==> src/rtl/rca_seq_ctrl.sv <==
// Nibble-serial adder: one 4-bit ripple slice reused across WIDTH/4 cycles,
// with valid/ready handshakes on the operand and result sides.
module rca_seq_ctrl #(
  parameter int WIDTH = 16
) (
  input  logic             clk,
  input  logic             rst_n,
  input  logic             in_valid,
  output logic             in_ready,
  input  logic [WIDTH-1:0] a,
  input  logic [WIDTH-1:0] b,
  input  logic             cin,
  output logic             out_valid,
  input  logic             out_ready,
  output logic [WIDTH-1:0] sum,
  output logic             cout,
  output logic             ovf,
  output logic             busy
);

  localparam int NSTEPS = WIDTH / 4;
  localparam int IW = (NSTEPS > 1) ? $clog2(NSTEPS) : 1;

  if ((WIDTH % 4) != 0 || WIDTH < 4) begin : g_bad_width
    $error("rca_seq_ctrl: WIDTH must be a multiple of 4 and at least 4");
  end

  typedef enum logic [1:0] {
    S_IDLE,
    S_RUN,
    S_DONE
  } state_t;

  state_t           r_state;
  logic [IW-1:0]    r_idx;
  logic             r_carry;
  logic [WIDTH-1:0] r_a;
  logic [WIDTH-1:0] r_b;
  logic [WIDTH-1:0] r_psum;

  logic [3:0]       w_na;
  logic [3:0]       w_nb;
  logic [3:0]       w_s;
  logic             w_c3;
  logic             w_c4;
  logic             w_last;
  logic [WIDTH-1:0] w_psum;

  assign in_ready = rst_n && (r_state == S_IDLE);
  assign busy     = (r_state != S_IDLE);
  assign w_last   = (r_idx == IW'(NSTEPS - 1));

  // Four chained full adders; w_c3 is the carry into the slice MSB.
  always_comb begin
    logic c;
    w_na = r_a[{r_idx, 2'b00} +: 4];
    w_nb = r_b[{r_idx, 2'b00} +: 4];
    w_s  = '0;
    w_c3 = 1'b0;
    c    = r_carry;
    for (int i = 0; i < 4; i++) begin
      if (i == 3) w_c3 = c;
      w_s[i] = w_na[i] ^ w_nb[i] ^ c;
      c = (w_na[i] & w_nb[i]) | (c & (w_na[i] ^ w_nb[i]));
    end
    w_c4 = c;
  end

  always_comb begin
    w_psum = r_psum;
    w_psum[{r_idx, 2'b00} +: 4] = w_s;
  end

  always_ff @(posedge clk) begin
    if (!rst_n) begin
      r_state   <= S_IDLE;
      r_idx     <= '0;
      r_carry   <= 1'b0;
      r_a       <= '0;
      r_b       <= '0;
      r_psum    <= '0;
      sum       <= '0;
      cout      <= 1'b0;
      ovf       <= 1'b0;
      out_valid <= 1'b0;
    end else begin
      unique case (r_state)
        S_IDLE: begin
          if (in_valid) begin
            r_a     <= a;
            r_b     <= b;
            r_carry <= cin;
            r_idx   <= '0;
            r_psum  <= '0;
            r_state <= S_RUN;
          end
        end
        S_RUN: begin
          r_psum  <= w_psum;
          r_carry <= w_c4;
          if (w_last) begin
            sum       <= w_psum;
            cout      <= w_c4;
            ovf       <= w_c3 ^ w_c4;
            out_valid <= 1'b1;
            r_state   <= S_DONE;
          end else begin
            r_idx <= r_idx + 1'b1;
          end
        end
        S_DONE: begin
          if (out_ready) begin
            out_valid <= 1'b0;
            r_state   <= S_IDLE;
          end
        end
        default: r_state <= S_IDLE;
      endcase
    end
  end

endmodule
==> config.mk <==
export PLATFORM = sky130hd
export DESIGN_NAME = rca_seq_ctrl
export DESIGN_NICKNAME = d
export VERILOG_FILES = /design/src/rtl/rca_seq_ctrl.sv
export SDC_FILE = /design/constraint.sdc
export NUM_CORES = 1
export LEC_CHECK = 0
export BUFFER_PORTS_ARGS = -buffer_cell sky130_fd_sc_hd__buf_2
export CAP_MARGIN = 30
export CORE_ASPECT_RATIO = 1.1
export CORE_UTILIZATION = 35
export CTS_BUF_LIST = sky130_fd_sc_hd__clkbuf_16
export DETAILED_ROUTE_END_ITERATION = 12
export PLACE_DENSITY = 0.6
export RECOVER_POWER = 25
export SKIP_LAST_GASP = 1
export SYNTH_ARGS = -nofsm -noshare
export SYNTH_HDL_FRONTEND = slang
export SYNTH_SLANG_ARGS = --single-unit
==> constraint.sdc <==
create_clock -name clk -period 8.8 [get_ports clk]
set_input_delay 1.76 -clock clk [delete_from_list [all_inputs] [get_ports clk]]
set_output_delay 1.76 -clock clk [all_outputs]
set_load 0.03 [all_outputs]
==> run metrics <==
layout net count=460; DP HPWL=4980 um; Pleak=1.63 nW; violated checks=max-capacitance violations, max-slew violations; Hold Path Depth=2; final hold violations=0; ys async rst share=0; layout cells sized above 1=0.203; Max-Cap Viols=1; GP Congestion=approximately 0.80; hold-critical path endpoint=r_b[10]$_SDFFE_PN0P_; Die ar.=between 9000 and 10000 sq um; Die X=~94 um; Hold WC Path Type=flip-flop to flip-flop; DRC=0; Worst VDD drop=roughly 120 uV; Yosys top cell area share=0.441; final-report setup violation count=0; cts repair resizes=0; clock-pin slew on the worst setup and hold paths=approximately 60 ps; grt total ovfl=0; hold-fix buffer count after cts=0; Synth Register Bits=between 70 and 80; Core Area=approximately 9000 sq um; CP Class=input port to output port; final core occ=0.448; # H-tree levels=3; FF-to-FF End=sum[15]$_SDFFE_PN0P_; Worst-Margin Slew=between 2000 and 3000 ps; Site Rows=36; vias in the first global route=between 2000 and 3000; R2R setup slack=roughly 5400 ps; Fin Clk Skew=around 5.7 ps; vias per cell=roughly 5; CTS Buffer Depth=2; status=complete, but fails checks; unrepaired setup endpoints after global routing=no; post-synthesis net count=about 400; top cells by area, synth=dfxtp_1 (44%), nand2_1 (11%), a21boi_1 (7.8%), mux4_2 (5.5%), o22ai_1 (3.3%); Antenna Violating Nets Remaining=0; HP Start=r_b[10]$_SDFFE_PN0P_; final WL=7620 um; CP max FO=76; Detailed Route Iter0 Violations=~130; Post-Syn Area=3270 sq um; Max Clk Rate=about 0.16 GHz; Worst Reg-to-Reg Cells=11; P per Cell Area=about 230 nW/um^2; Syn. warnings=0; P&R area growth vs syn=22.8%; R2R Path Start=r_idx[1]$_SDFFE_PN0P_; CTS tree=yes; post-synth cell types=38; CTS Sinks=just over 70; DIE HEIGHT=~100 um; Final Cycle Share=0.705; routed len/inst=between 10 and 15 um; num ports=58; crit end category=output port; Slew HR=-0.937; Crit path required time=7040 ps; CP startpoint kind=input port; iteration count of the initial detailed-routing pass=4; IO Port Bufs=57; CTS root buffer=clkbuf_16; Clk Latency, worst-skew pair=approximately 330 ps; min cycle time layout=6200 ps; crit path DAT=4440 ps; total track usage=0.170; Syn Area/Cell=9.00 sq um; post-synthesis sequential area ratio=0.441; CTS buffer count=9; max-slew violation count=77; number of post-CTS setup repair buffers=0; initial antenna violation count=0; largest net degree at the start of global routing=77; global-route wire length before repair=approximately 13000 um; TNS Setup=0 ps; via count=about 2700; Synth Flop Type=dfxtp_1; leading area contributor after synthesis=dfxtp_1; n_diodes=0; Initial Utilization=0.364; Syn Inst Count=~360; Post-synth EDFFs=0
[worst max path at each step]
stage | start | endpoint | slack [ps] | depth (start not counted)
2_1_floorplan | rst_n | in_ready | 4790 | 2
3_3_place_gp | rst_n | in_ready | 4230 | 4
3_5_place_dp | rst_n | in_ready | 4230 | 4
4_1_cts | rst_n | in_ready | 4230 | 4
5_1_grt | rst_n | in_ready | 2370 | 4
6_report | rst_n | in_ready | 2600 | 4
[power breakdown]
part	total [W]	internal (W)	switching (W)	leakage, nW
clock network	0.000473	0.000335	0.000138	0.186
registers	0.000345	0.000338	0.00000760	0.586
logic	0.0000924	0.0000391	0.0000533	0.862
[synth_stat cells (2+ instances only)]
cell       count
and3b_1        2
clkbuf_1      10
inv_1         17
o211a_1        3
nand4bb_1      2
o21ai_1        4
o22ai_1       17
nor3b_2        2
o221ai_1       3
nand2_1       92
a221oi_1       8
nor2_1        11
dfxtp_1       72
nor2b_1        2
mux4_2         8
a21oi_1       17
ha_1           6
and4bb_2       2
a21boi_1      34
and3_1         2
fa_1           4
inv_2          2
o21ai_0       10
a31o_1         2
buf_2         11
nand2b_1       8
[critical path, cell delays in order]
cell and delay [ps]:
buf_2 70, clkbuf_1 2040, and3_1 340, buf_2 200
[registers in the layout, indices dropped and copies added (netlist names)]
| signal | cells |
|---|---|
| r_psum | 16 |
| r_a | 16 |
| ovf | 1 |
| r_carry | 1 |
| r_b | 16 |
| cout | 1 |
| out_valid | 1 |
| r_state | 2 |
| r_idx | 2 |
| sum | 16 |
[routing by layer]
metal / part of all wire / vias to the layer above / wire length (um) / GRT usage
li1: - / 1368 / - / -
met1: 0.48 / 1235 / 3680 / 0.222
met2: 0.45 / 72 / 3430 / 0.273
met3: 0.054 / 10 / 414 / 0.0431
met4: 0.013 / 0 / 96 / 0.0604
met5: 0 / - / 0 / 0
[cell type report]
class                      count  area [sq um]
clock inverter                 7           166
tap                          114           143
sequential                    72          1440
clock buffer                   9           225
multi-input combinational    250          1660
fill                         880          4950
inverter                      19          71.3
timing repair buffer          61           308
[cell families after synthesis]
family	synth area share
buffers and inverters	0.0536
DFF	0.441
xor gates and xnor gates	0.00268
adders and majority gates	0.0475
AOI/OAI and AO/OA	0.210
muxes	0.0552
and+or+nand+nor	0.190
[per-stage QoR]
stage | area, sq um | total power [W] | hold slack (ps) | std cells | worst slack (ps)
floorplan | 3270 | 0.000414 | 432 | 363 | 4790
detailed placement | 3630 | 0.000445 | 446 | 516 | 4230
CTS | 4030 | 0.000921 | 454 | 532 | 4230
global route | 4010 | 0.000948 | 471 | 532 | 2370
global placement | 3620 | 0.000442 | 437 | 515 | 4230
finish | 4010 | 0.000911 | 451 | 532 | 2600
[placed cells by master, fill, tap and decap left out, types with 2 or more instances in the layout]
cell type   n
nand4bb_1   2
inv_2       2
a21boi_1   26
and4bb_2    2
o21ai_0    10
dfxtp_1    72
and3_1      2
and3b_1     2
clkbuf_1   10
nor2b_1     2
o22ai_1    17
fa_1        4
buf_2      48
a31o_1      2
clkbuf_16   9
a21boi_0    9
inv_1      17
bufinv_16   5
o211a_1     3
nand2b_1    8
nand2_1    92
o21ai_1     4
o221ai_1    3
ha_1        6
mux4_2      8
buf_4       2
a21oi_1    17
nor2_1     11
a221oi_1    8
No activity file was read; power rests on OpenSTA's default activity.
